[config.mk]
export PLATFORM = sky130hd
export DESIGN_NAME = icb_fill_master
export DESIGN_NICKNAME = d
export VERILOG_FILES = /design/src/rtl/icb_fill_master.sv
export SDC_FILE = /design/constraint.sdc
export NUM_CORES = 1
export LEC_CHECK = 0
export ABC_AREA = 0
export BUFFER_PORTS_ARGS = -buffer_cell sky130_fd_sc_hd__buf_2
export CAP_MARGIN = 20
export CORE_ASPECT_RATIO = 0.7
export CORE_MARGIN = 4
export CORE_UTILIZATION = 50
export DETAILED_ROUTE_END_ITERATION = 8
export HOLD_SLACK_MARGIN = 0.05
export PLACE_DENSITY = 0.77
export SYNTH_ARGS = -nofsm -noshare
export SYNTH_HDL_FRONTEND = slang
export SYNTH_SLANG_ARGS = --single-unit
[constraint.sdc]
create_clock -name clk -period 4.8 [get_ports clk]
set_clock_uncertainty 0.2 [all_clocks]
set_input_delay 1.44 -clock clk [delete_from_list [all_inputs] [get_ports clk]]
set_output_delay 1.44 -clock clk [all_outputs]
set_load 0.02 [all_outputs]
[src/rtl/icb_fill_master.sv]
// ICB fill master: streams constant/incrementing writes (or reads) over an address range.
// Define BIU_FILL_VERIFY_EN to compare read-back data in mode 10; otherwise mode 10 behaves as mode 00.

module icb_fill_master #(
  parameter int unsigned ADDR_W   = 64,
  parameter int unsigned DATA_W   = 64,
  parameter int unsigned CNT_W    = 16,
  parameter int unsigned MAX_OUTS = 4,
  parameter int unsigned STRIDE   = 4
) (
  input  logic                clk,
  input  logic                rst,
  input  logic                start,
  input  logic [ADDR_W-1:0]   start_addr,
  input  logic [CNT_W-1:0]    word_cnt,
  input  logic [DATA_W-1:0]   pattern,
  input  logic [DATA_W/8-1:0] wmask,
  input  logic [1:0]          mode,
  output logic                busy,
  output logic                done,
  output logic                err,
  output logic [CNT_W-1:0]    err_cnt,
  output logic                icb_cmd_vld,
  input  logic                icb_cmd_rdy,
  output logic [ADDR_W-1:0]   icb_cmd_addr,
  output logic                icb_cmd_read,
  output logic [DATA_W-1:0]   icb_cmd_wdata,
  output logic [DATA_W/8-1:0] icb_cmd_wmask,
  input  logic                icb_rsp_vld,
  output logic                icb_rsp_rdy,
  input  logic [DATA_W-1:0]   icb_rsp_rdata,
  input  logic                icb_rsp_err
);

  localparam int unsigned MASK_W = DATA_W / 8;
  localparam int unsigned OUTS_W = $clog2(MAX_OUTS + 1);
  localparam logic [OUTS_W-1:0] MAX_OUTS_V = OUTS_W'(MAX_OUTS);

  localparam logic [1:0] S_IDLE  = 2'd0;
  localparam logic [1:0] S_ISSUE = 2'd1;
  localparam logic [1:0] S_DRAIN = 2'd2;
  localparam logic [1:0] S_DONE  = 2'd3;

  logic [1:0]        state_q, state_d;
  logic [ADDR_W-1:0] addr_ptr_q, addr_ptr_d;
  logic [CNT_W-1:0]  cnt_q, cnt_d;
  logic [DATA_W-1:0] pattern_q, pattern_d;
  logic [MASK_W-1:0] wmask_q, wmask_d;
  logic              inc_mode_q, inc_mode_d;
  logic [CNT_W-1:0]  issue_idx_q, issue_idx_d;
  logic [CNT_W-1:0]  rsp_idx_q, rsp_idx_d;
  logic [OUTS_W-1:0] outs_q, outs_d;
  logic              err_q, err_d;
  logic [CNT_W-1:0]  err_cnt_q, err_cnt_d;
  logic              busy_q, busy_d;
  logic              done_q, done_d;
  logic              cmd_vld_q, cmd_vld_d;
  logic [ADDR_W-1:0] cmd_addr_q, cmd_addr_d;
  logic              cmd_read_q, cmd_read_d;
  logic [DATA_W-1:0] cmd_wdata_q, cmd_wdata_d;
  logic [MASK_W-1:0] cmd_wmask_q, cmd_wmask_d;

  logic cmd_hs;
  logic rsp_fire;
  logic rsp_bad;
  logic start_rd;
  logic rd_mode_q;
  logic vfy_miss;

`ifdef BIU_FILL_VERIFY_EN
  // Read-verify mode: each response must return pattern + response index.
  assign start_rd = (mode == 2'b10);
  assign vfy_miss = rd_mode_q & (icb_rsp_rdata != (pattern_q + DATA_W'(rsp_idx_q)));

  always_ff @(posedge clk) begin
    if (rst) begin
      rd_mode_q <= 1'b0;
    end else if ((state_q == S_IDLE) && start) begin
      rd_mode_q <= start_rd;
    end
  end
`else
  logic unused_rdata;
  assign start_rd     = 1'b0;
  assign rd_mode_q    = 1'b0;
  assign vfy_miss     = 1'b0;
  assign unused_rdata = ^icb_rsp_rdata;
`endif

  assign cmd_hs   = cmd_vld_q & icb_cmd_rdy;
  // Responses only count while a transfer owns the bus; strays after reset are dropped.
  assign rsp_fire = icb_rsp_vld & ((state_q == S_ISSUE) | (state_q == S_DRAIN)) & (outs_q != '0);
  assign rsp_bad  = rsp_fire & (icb_rsp_err | vfy_miss);

  always_comb begin
    state_d     = state_q;
    addr_ptr_d  = addr_ptr_q;
    cnt_d       = cnt_q;
    pattern_d   = pattern_q;
    wmask_d     = wmask_q;
    inc_mode_d  = inc_mode_q;
    issue_idx_d = issue_idx_q;
    rsp_idx_d   = rsp_idx_q;
    outs_d      = outs_q;
    err_d       = err_q;
    err_cnt_d   = err_cnt_q;
    cmd_vld_d   = cmd_vld_q;
    cmd_addr_d  = cmd_addr_q;
    cmd_read_d  = cmd_read_q;
    cmd_wdata_d = cmd_wdata_q;
    cmd_wmask_d = cmd_wmask_q;

    if (rsp_fire) begin
      rsp_idx_d = rsp_idx_q + CNT_W'(1);
    end
    if (rsp_bad) begin
      err_d = 1'b1;
      if (err_cnt_q != '1) begin
        err_cnt_d = err_cnt_q + CNT_W'(1);
      end
    end

    case (state_q)
      S_IDLE: begin
        cmd_vld_d   = 1'b0;
        cmd_addr_d  = '0;
        cmd_read_d  = 1'b1;
        cmd_wdata_d = '0;
        cmd_wmask_d = '0;
        if (start) begin
          addr_ptr_d  = start_addr;
          cnt_d       = word_cnt;
          pattern_d   = pattern;
          wmask_d     = wmask;
          inc_mode_d  = (mode == 2'b01);
          issue_idx_d = '0;
          rsp_idx_d   = '0;
          outs_d      = '0;
          err_d       = 1'b0;
          err_cnt_d   = '0;
          if (word_cnt == '0) begin
            state_d = S_DONE;
          end else begin
            // Command 0 is presented in the first ISSUE cycle.
            state_d     = S_ISSUE;
            cmd_vld_d   = 1'b1;
            cmd_addr_d  = start_addr;
            cmd_read_d  = start_rd;
            cmd_wdata_d = start_rd ? '0 : pattern;
            cmd_wmask_d = wmask;
          end
        end
      end
      S_ISSUE: begin
        outs_d = outs_q + OUTS_W'(cmd_hs) - OUTS_W'(rsp_fire);
        if (cmd_hs) begin
          issue_idx_d = issue_idx_q + CNT_W'(1);
          addr_ptr_d  = addr_ptr_q + ADDR_W'(STRIDE);
        end
        // A presented command holds until accepted.
        if (!cmd_vld_q || icb_cmd_rdy) begin
          cmd_vld_d   = 1'b0;
          cmd_addr_d  = '0;
          cmd_read_d  = 1'b1;
          cmd_wdata_d = '0;
          cmd_wmask_d = '0;
          if (issue_idx_d == cnt_q) begin
            state_d = S_DRAIN;
          end else if (outs_d < MAX_OUTS_V) begin
            cmd_vld_d   = 1'b1;
            cmd_addr_d  = addr_ptr_d;
            cmd_read_d  = rd_mode_q;
            cmd_wdata_d = rd_mode_q  ? '0 :
                          inc_mode_q ? (pattern_q + DATA_W'(issue_idx_d)) : pattern_q;
            cmd_wmask_d = wmask_q;
          end
        end
      end
      S_DRAIN: begin
        outs_d = outs_q - OUTS_W'(rsp_fire);
        if (outs_q == '0) begin
          state_d = S_DONE;
        end
      end
      S_DONE: begin
        state_d = S_IDLE;
      end
      default: begin
        state_d = S_IDLE;
      end
    endcase

    busy_d = (state_d != S_IDLE);
    done_d = (state_d == S_DONE);
  end

  always_ff @(posedge clk) begin
    if (rst) begin
      state_q     <= S_IDLE;
      addr_ptr_q  <= '0;
      cnt_q       <= '0;
      pattern_q   <= '0;
      wmask_q     <= '0;
      inc_mode_q  <= 1'b0;
      issue_idx_q <= '0;
      rsp_idx_q   <= '0;
      outs_q      <= '0;
      err_q       <= 1'b0;
      err_cnt_q   <= '0;
      busy_q      <= 1'b0;
      done_q      <= 1'b0;
      cmd_vld_q   <= 1'b0;
      cmd_addr_q  <= '0;
      cmd_read_q  <= 1'b1;
      cmd_wdata_q <= '0;
      cmd_wmask_q <= '0;
    end else begin
      state_q     <= state_d;
      addr_ptr_q  <= addr_ptr_d;
      cnt_q       <= cnt_d;
      pattern_q   <= pattern_d;
      wmask_q     <= wmask_d;
      inc_mode_q  <= inc_mode_d;
      issue_idx_q <= issue_idx_d;
      rsp_idx_q   <= rsp_idx_d;
      outs_q      <= outs_d;
      err_q       <= err_d;
      err_cnt_q   <= err_cnt_d;
      busy_q      <= busy_d;
      done_q      <= done_d;
      cmd_vld_q   <= cmd_vld_d;
      cmd_addr_q  <= cmd_addr_d;
      cmd_read_q  <= cmd_read_d;
      cmd_wdata_q <= cmd_wdata_d;
      cmd_wmask_q <= cmd_wmask_d;
    end
  end

  assign busy          = busy_q;
  assign done          = done_q;
  assign err           = err_q;
  assign err_cnt       = err_cnt_q;
  assign icb_cmd_vld   = cmd_vld_q;
  assign icb_cmd_addr  = cmd_addr_q;
  assign icb_cmd_read  = cmd_read_q;
  assign icb_cmd_wdata = cmd_wdata_q;
  assign icb_cmd_wmask = cmd_wmask_q;
  assign icb_rsp_rdy   = 1'b1;

endmodule

# Word level (Yosys, flattened, before mapping)
# Cells that the tools add are included.
# Widths: inputs -> output; s select.
[op_classes] reduce_logical=13 magnitude_cmp=1 bitwise=5 add_sub_neg=7 eq_ne=9 n_mux=53
[ops] op="$mux 64" count=13
[ops] op="$pmux 64 s2" count=3
[ops] op="$mux 16" count=7
[ops] op="$add 64x16->64" count=1
[ops] op="$add 64x3->64 const B" count=1
[ops] op="$mux 8" count=5
[ops] op="$add 16x1->16 const B" count=2
[ops] op="$pmux 16 s2" count=1
[ops] op="$eq 16x16->1" count=1
[ops] op="$logic_not 16->1" count=1
[ops] op="$ne 16x16->1 const B" count=1
[ops] op="$pmux 8 s2" count=1
[ops] op="$mux 1" count=13
[ops] op="$mux 2" count=5
[ops] op="$pmux 3 s3" count=1
[ops] op="$pmux 2 s4" count=1
[ops] op="$reduce_and 2->1" count=4
[ops] op="$eq 2x2->1 const B" count=3
[ops] op="$reduce_bool 3->1" count=2
[ops] op="$sub 3x1->3" count=2
[ops] op="$and 1x1->1" count=4
[ops] op="$eq 2x1->1 const B" count=2
[ops] op="$pmux 1 s2" count=2
[ops] op="$reduce_bool 2->1" count=2
[ops] op="10 further kinds" count=10
[totals] register_bits=331 out_inout_bits=158

# Depth between registers and ports, before layout
# Gate-level depths: netlist (run 1).
[logic_depth] word_depth=10 depth_mapped=18 ltp_nobuf=15

# Worst setup path after synthesis (run 1)
# OpenSTA, ideal clock, no wires.
[synth_path] kind="input to register" from="input icb_cmd_rdy" to="register cmd_wdata_q[33], in the netlist icb_cmd_wdata[33]" arrival_time_ns=4.689 stages=16 path_slack_ns=-0.221 path_buffers=3 cell_sequence="nand3_1 -> or4_1 -> clkbuf_1 -> xnor2_1 -> ha_1 -> and3_1 -> and4_1 -> a32o_1 -> o21ai_0 -> and2_1 -> clkbuf_1 -> clkbuf_1 -> nor2_1 -> xor2_1 -> a221oi_2 -> nor3_1"
[synth_via] elab_chain_cells=9 elab_cells_between_ends=16 classes_between="3 x add/sub; 1 x order compare; 2 x eq/ne; 7 x mux; 1 x bitwise; 2 x reduce/logical"
[synth_lines] element="start: declaration" line="24" text="input logic icb_cmd_rdy,"
[synth_lines] element="$and 1x1->1" line="90" text="assign cmd_hs = cmd_vld_q & icb_cmd_rdy;"
[synth_lines] element="$mux 16" line="156" text="if (cmd_hs) begin"
[synth_lines] element="$mux 16" line="123" text="case (state_q)"
[synth_lines] element="$add 64x16->64" line="174" text="inc_mode_q ? (pattern_q + DATA_W'(issue_idx_d)) : pattern_q;"
[synth_lines] element="$mux 64" line="174"
[synth_lines] element="$mux 64" line="169" text="end else if (outs_d < MAX_OUTS_V) begin"
[synth_lines] element="$mux 64" line="167" text="if (issue_idx_d == cnt_q) begin"
[synth_lines] element="$mux 64" line="161" text="if (!cmd_vld_q || icb_cmd_rdy) begin"
[synth_lines] element="$pmux 64 s2" line="123"
[synth_lines] element="end signal: assignment" line="234" text="cmd_wdata_q <= cmd_wdata_d;"
[synth_lines] element="end: declaration" line="60" text="logic [DATA_W-1:0] cmd_wdata_q, cmd_wdata_d;"
# Several ways; a longest one is shown, not always the timed one. The select of a mux whose other input is x is not followed.
# A chain may end at the register's enable or synchronous reset.

# Worst setup path after layout (run 1)
[layout_path] from="input icb_cmd_rdy" to="register cmd_wdata_q[52], in the netlist icb_cmd_wdata[52]"
# The elaborated chain is that of the path after synthesis.

==> results of run 1 <==
area by class of cell:
class	count	area, sq um	area share
Multi-Input combinational cell	1835	10700	0.489
Inverter	28	106	0.00484
Clock inverter	12	160	0.00730
Sequential cell	331	6630	0.302
Clock buffer	48	1040	0.0472
Antenna cell	3	7.51	0.000342
Tap cell	472	591	0.0269
Timing Repair Buffer	440	2700	0.123
critical path, delay by kind of cell:
family	cells	cell delay (ns)
and+or+nand+nor	5	1.28
buffers and inverters	5	0.76
xor gates and xnor gates	1	0.17
adders and majority gates	1	0.33
AOI/OAI and AO/OA	5	0.87
repair_timing:
item / in CTS / in global routing
setup endpoints to repair: 0 / 14
buffers inserted: 0 / 0
hold buffers: 0 / 0
gates resized for setup: 0 / 4
logic make-up (layout without fill, tap and decap cells):
kind of cell    after synthesis  count (layout)
mux                          24              24
compound gates              536             536
simple gates               1079            1079
buf+inv                     210             528
flops                       331             331
fa+ha+maj                    33              33
other cells                   1               4
xor+xnor                    162             162
state kept, by name (all words and copies together), names as in the netlist, 16 cells and up:
name / count
err_cnt: 16
pattern_q: 64
icb_cmd_wdata: 64
icb_cmd_addr: 64
addr_ptr_q: 64
cnt_q: 16
issue_idx_q: 16
layout by cell type (no fill, tap or decap), drive strengths merged, types with 7 or more instances in the layout:
master and n:
nand4 41, xnor2 93, buf 440, nor4 22, a221oi 81, nor3 151
nand2 378, ha 31, and4 14, a22oi 24, dfxtp 331, and3 30
nor2 261, clkinv 9, o21ai 117, mux2 18, a21oi 222, or3 19
a21o 8, nand3 93, clkbuf 48, nor2b 29, a31oi 19, xor2 69
and2 17, nand2b 7, a211oi 23, inv 27
power by group:
group / internal (mW) / total [mW] / switching [mW] / leakage, nW
Clock: 1.72 / 2.89 / 1.17 / 0.599
Combinational: 2.15 / 6.24 / 4.09 / 5.72
Sequential: 3.58 / 4.23 / 0.648 / 2.72
Total: 7.45 / 13.4 / 5.90 / 9.04
routing by layer:
metal,up-vias,share of wire,track usage
met5,-,0.00047,0
met3,117,0.086,0.0529
li1,8964,-,-
met1,8991,0.45,0.411
met4,4,0.025,0.0834
met2,871,0.44,0.448
worst min path at each step:
| stage | from | end | slack [ns] |
|---|---|---|---|
| final | err | err | 0.25 |
| after global routing | wmask_q[4] | wmask_q[4] | 0.27 |
| after CTS | err | err | 0.25 |
| after detailed placement | err | err | 0.24 |
| after global placement | err | err | 0.23 |
| after floorplan | wmask_q[0] | wmask_q[0] | 0.24 |
==> metrics.cfg, run 1 <==
[final_layout]
drive_above_1_share=0.218
final_cell_area_sq_mm=0.0220
fillers=3060
stdcell_count=3169
area_growth_pct=21.3
layout.nets=2928
final_util=0.623

[critical_path]
critical_path_class=in -> reg
r2r_slack_ns=0.47
cp_max_fo=5
critPathArrivalTime_ns=4.87
crit_path_end_kind=flip-flop
startpoint=icb_cmd_rdy
worstSetupEndpoint=icb_cmd_wdata[52]
rr_endpoint=icb_cmd_wdata[52]
max_stage_delay_ns=0.41
crit-reg2reg-launch=issue_idx_q[6]
r2r_cells=16
cp_common_cell=buf_4
slowest_stage=or3_1
critical_path_required_ns=5.01
worst_setup_path_start_kind=primary input
crit_chain=buf_2, nand4_1, nor4_1, buf_4, xnor2_1, inv_1, ha_1, a221oi_1, a31oi_1, o31ai_1, buf_4, o211ai_1, buf_4, nand4b_1, or3_1, and3_1, a2111oi_0

[synthesis]
synth.avg_cell_area_sq_um=7.62
syn_nets=2633
async_reset_ff_frac=0
ys_types=66
syn_area_sq_mm=0.0181
yosysSeqAreaShare=0.366
synth_top_family_by_area=simple AND/OR/NAND/NOR gates
yosysMostFrequentCell=nand2_1
syn_inst=2376
yosys-top-cells-area=dfxtp_1 37%, nand2_1 7.8%, a21oi_1 6.1%
synthTopCellsByCount=378 x nand2_1, 331 x dfxtp_1, 260 x nor2_1
synth_mux_area_frac=0.0145
synth-xor-area-share=0.0784
synth-simple-area-share=0.273
synth_fa_ha_area_frac=0.0236
ys.warnings.count=0
synth-compound-area-share=0.197
yosys.area.top_type=dfxtp_1
ys_ff_latch=331
synthFlopType=dfxtp_1
synth_edf_count=0
yosysTopAreaCellShare=0.366

[timing]
fmax_mhz=215
max-slew-margin-rel=0.256
hold_violations=0
tns_ns=0
setup_viol_count_final=0
finalMaxSlewViolations=0
worst_pin_slew_ns=1.11
grt_setup_unrepaired=true
fin_crit_ns=4.66
hold_ws_ns=0.247
period_share=0.970
setup_ws_ns=0.144

[place]
portBuffers=316
pre_cts_ws_ns=-0.308
dp_cells=3106
gp_congestion=0.951
hpwl_microns=41800
place_area_sq_mm=0.0207

[routing]
ant_nets=0
drtIter0Drc=2083
vias_per_cell=5.98
drc=0
drt_wl_total_microns=59800
vias=18947
wl_per_cell_microns=18.9
dr.pass1.iters=5

[floorplan]
die_x_microns=235
die_h_microns=167
die_area_sq_mm=0.0394
core_region_area_sq_mm=0.0352
rows=57
start_util=0.514
io_pins=382

[job]
cap_violations=0

[worst_hold_path]
min_path_type=reg -> reg
holdPathStages=2

[global_routing]
grt_pass1_wl_microns=95400
grt_pass1_vias=17974
grt_max_degree=124
track_usage=0.288
antenna_found_initial=5
gr-total-overflow=0

[pwr]
power_density_mw_per_mm2=608
vdd_drop_max_uv=363
p_leak_nw=9.04
finalPower_mw=13.4

[clock_network]
cts-buffers-inserted=35
cts.sink_count=331
clk_pin_slew_ns=0.06
cts_buffer_depth=3
root_buffer=clkbuf_16
cts_tree=yes
ctsHtreeMaxLevel=2
insertion_delay_ns=0.53

[outcome]
status=completed

Power figures use the tool's default switching activity.
==> run 2: changes to the inputs <==
==> constraint.sdc (replaced) <==
create_clock -name clk -period 4 [get_ports clk]
set_clock_uncertainty 0.2 [all_clocks]
set_input_delay 1.2 -clock clk [delete_from_list [all_inputs] [get_ports clk]]
set_output_delay 1.2 -clock clk [all_outputs]
set_load 0.02 [all_outputs]
==> run 2 against run 1 <==
The flow now finishes with violations (setup timing). Clock power increased by 16%. Cell count up 2.2%. Setup slack lost 0.28 ns. Final area rose by 9.9%. Critical path depth rose by 3. Die area did not move. Hold slack better by 0.0094 ns. Core utilization is 6.2 points higher. Sequential power up 21%. Critical endpoint is now icb_cmd_wdata[17]. Largest cell class unchanged. Highest routed layer unchanged.
==> metrics.cfg, run 2 (synthesis gave the netlist of run 1 again) <==
[outcome]
status=complete, but fails checks
violations=setup timing

[floorplan]
io_pins=382  ; unchanged
die_x_microns=235  ; unchanged
die_h_microns=167  ; unchanged
core_region_area_sq_mm=0.0352  ; unchanged
rows=57  ; unchanged
die_area_sq_mm=0.0394  ; unchanged
start_util=0.514  ; unchanged

[critical_path]
path_delay_family=compound AO/OA/AOI/OAI gates
r2r_slack_ns=0.01  ; -0.46 ns
critical_path_required_ns=4.25  ; -0.76 ns
worst_setup_path_start_kind=primary input
critPathArrivalTime_ns=4.38  ; -0.49 ns
critPathBufInv=6  ; +1
crit_path_end_kind=flip-flop
crit_chain=buf_8, buf_12, nand3_4, buf_4, nor2_4, nand3_2, xnor2_2, ha_4, buf_4, a21oi_2, o21ai_2, a32o_2, o21ai_4, and2_4, buf_12, buf_8, nor2_4, xor2_1, nand3_1, a31oi_1
max_stage_delay_ns=0.26  ; -0.15 ns
crit_cells=20  ; +3
worstSetupEndpoint=icb_cmd_wdata[17]
critical_path_class=in -> reg
crit-reg2reg-launch=issue_idx_q[2]
r2r_cells=17  ; +1
rr_endpoint=icb_cmd_wdata[17]
cp_max_fo=7  ; +2
startpoint=icb_cmd_rdy
slowest_stage=xnor2_2

[clock_network]
cts-buffers-inserted=35  ; unchanged
insertion_delay_ns=0.54  ; about the same
root_buffer=clkbuf_16
clk_pin_slew_ns=0.06  ; about the same
ctsHtreeMaxLevel=2  ; unchanged
cts_hold_buf=0  ; unchanged
cts_buffer_depth=3  ; unchanged
cts_tree=yes
cts.sink_count=331  ; unchanged

[place]
gp_congestion=0.933  ; -2.0%
hpwl_microns=42800  ; +2.3%
portBuffers=316  ; unchanged

[pwr]
combPwrFrac=0.510  ; +0.043
power.net_switching_mw=7.82  ; +32%
p_clk_frac=0.194  ; -0.022
finalPower_mw=17.3  ; +29%
p_int_mw=9.46  ; +27%
power_frac_seq=0.297  ; -0.019
power_density_mw_per_mm2=716  ; +18%
p_leak_nw=9.90  ; +9.5%
swShare=0.452  ; +0.0105
vdd_drop_max_uv=449  ; +24%

[global_routing]
track_usage=0.299  ; +0.0111
grt_util_met2=0.474  ; +0.0254
grt_pass1_wl_microns=98300  ; +3.0%
antenna_found_initial=10  ; +5
grt_use_met3=0.0459  ; -0.00707
grt_util_met1=0.420  ; +0.00951
gr-total-overflow=0  ; unchanged
grt_pass1_vias=18265  ; +1.6%
grt_max_degree=124  ; unchanged
busiest_layer=met2

[timing]
period_share=1.03
setup_viol_count_final=38  ; +38
finalMaxSlewViolations=0  ; unchanged
fmax_mhz=242
worst_pin_slew_ns=1.01  ; -0.100 ns
hold_violations=0  ; unchanged
hold_ws_ns=0.256  ; +0.00944 ns
grt_setup_unrepaired=true
max-slew-margin-rel=0.323  ; +0.0672
setup_ws_ns=-0.132  ; -0.277 ns
fin_crit_ns=4.13

[routing]
drt_wl_total_microns=66200  ; +11%
drtIter0Drc=2065  ; -0.86%
drc=0  ; unchanged
vias=19710  ; +4.0%
wl_per_cell_microns=20.4  ; +8.3%
vias_per_cell=6.09  ; +1.8%
ant_nets=0  ; unchanged
dr.pass1.iters=6  ; +1

[final_layout]
final_common_cell=nand2_1
drive_above_1_share=0.293  ; +0.0752
layout.nets=2990  ; +2.1%
final_util=0.685  ; +0.0618
area_growth_pct=33.3
mostFrequentLayoutCells=374 x nand2_1, 331 x dfxtp_1, 315 x buf_2

[job]
cap_violations=0  ; unchanged

[worst_hold_path]
min_path_type=reg -> reg

==> run 2: power by group through the flow <==
stage / sequential, mW / combinational [mW] / clock, mW
finish: 5.13 / 8.80 / 3.35
global placement: 5.06 / 7.29 / 0
detailed placement: 5.12 / 7.45 / 0
CTS: 5.07 / 7.79 / 3.37
global route: 5.24 / 9.45 / 3.51
floorplan: 5.71 / 4.29 / 0
==> run 2: layout make-up <==
class / instances / area, sq um
Multi-Input combinational cell: 1835 / 12100
Fill cell: 2805 / 11100
Sequential cell: 331 / 6630
Timing Repair Buffer: 502 / 3550
Clock buffer: 45 / 1020
Tap cell: 472 / 591
Clock inverter: 16 / 141
Inverter: 28 / 106
Antenna cell: 10 / 25.0
==> run 2: routing by layer <==
metal | wire length [microns] | share of wire
met5 | 21 | 0.00032
met4 | 2650 | 0.040
met3 | 5410 | 0.082
met2 | 29800 | 0.45
met1 | 28300 | 0.43
==> run 2: stage by stage <==
| stage | instance area [sq um] | cells | setup slack (ns) | TNS (ns) |
|---|---|---|---|---|
| 2_1_floorplan | 18200 | 2376 | -0.404 | -8.13 |
| 3_3_place_gp | 21000 | 3133 | -0.863 | -96.60 |
| 3_5_place_dp | 21100 | 3134 | -0.898 | -97.46 |
| 4_1_cts | 22800 | 3208 | -0.0810 | -0.893 |
| 5_1_grt | 24100 | 3234 | -0.210 | -9.59 |
| 6_report | 24100 | 3239 | -0.132 | -1.96 |
==> run 2: repair_timing <==
item / CTS / global route
resized for setup: 78 / 170
pin swaps: 40 / 119
gates cloned: 3 / 15
setup buffers: 12 / 8
endpoints found under the setup margin: 129 / 134
==> run 2: worst min-delay path, delay by kind of cell, from the launching register on <==
kind            cells  cell delay [ns]
flops               1             0.31
buf+inv             1             0.05
compound gates      1             0.05
==> run 2: worst min-delay path by stage <==
stage                from    endpoint  cells after the start
6_report              err         err                      2
5_1_grt               err         err                      2
4_1_cts               err         err                      2
3_5_place_dp          err         err                      2
3_3_place_gp          err         err                      2
2_1_floorplan  wmask_q[0]  wmask_q[0]                      2
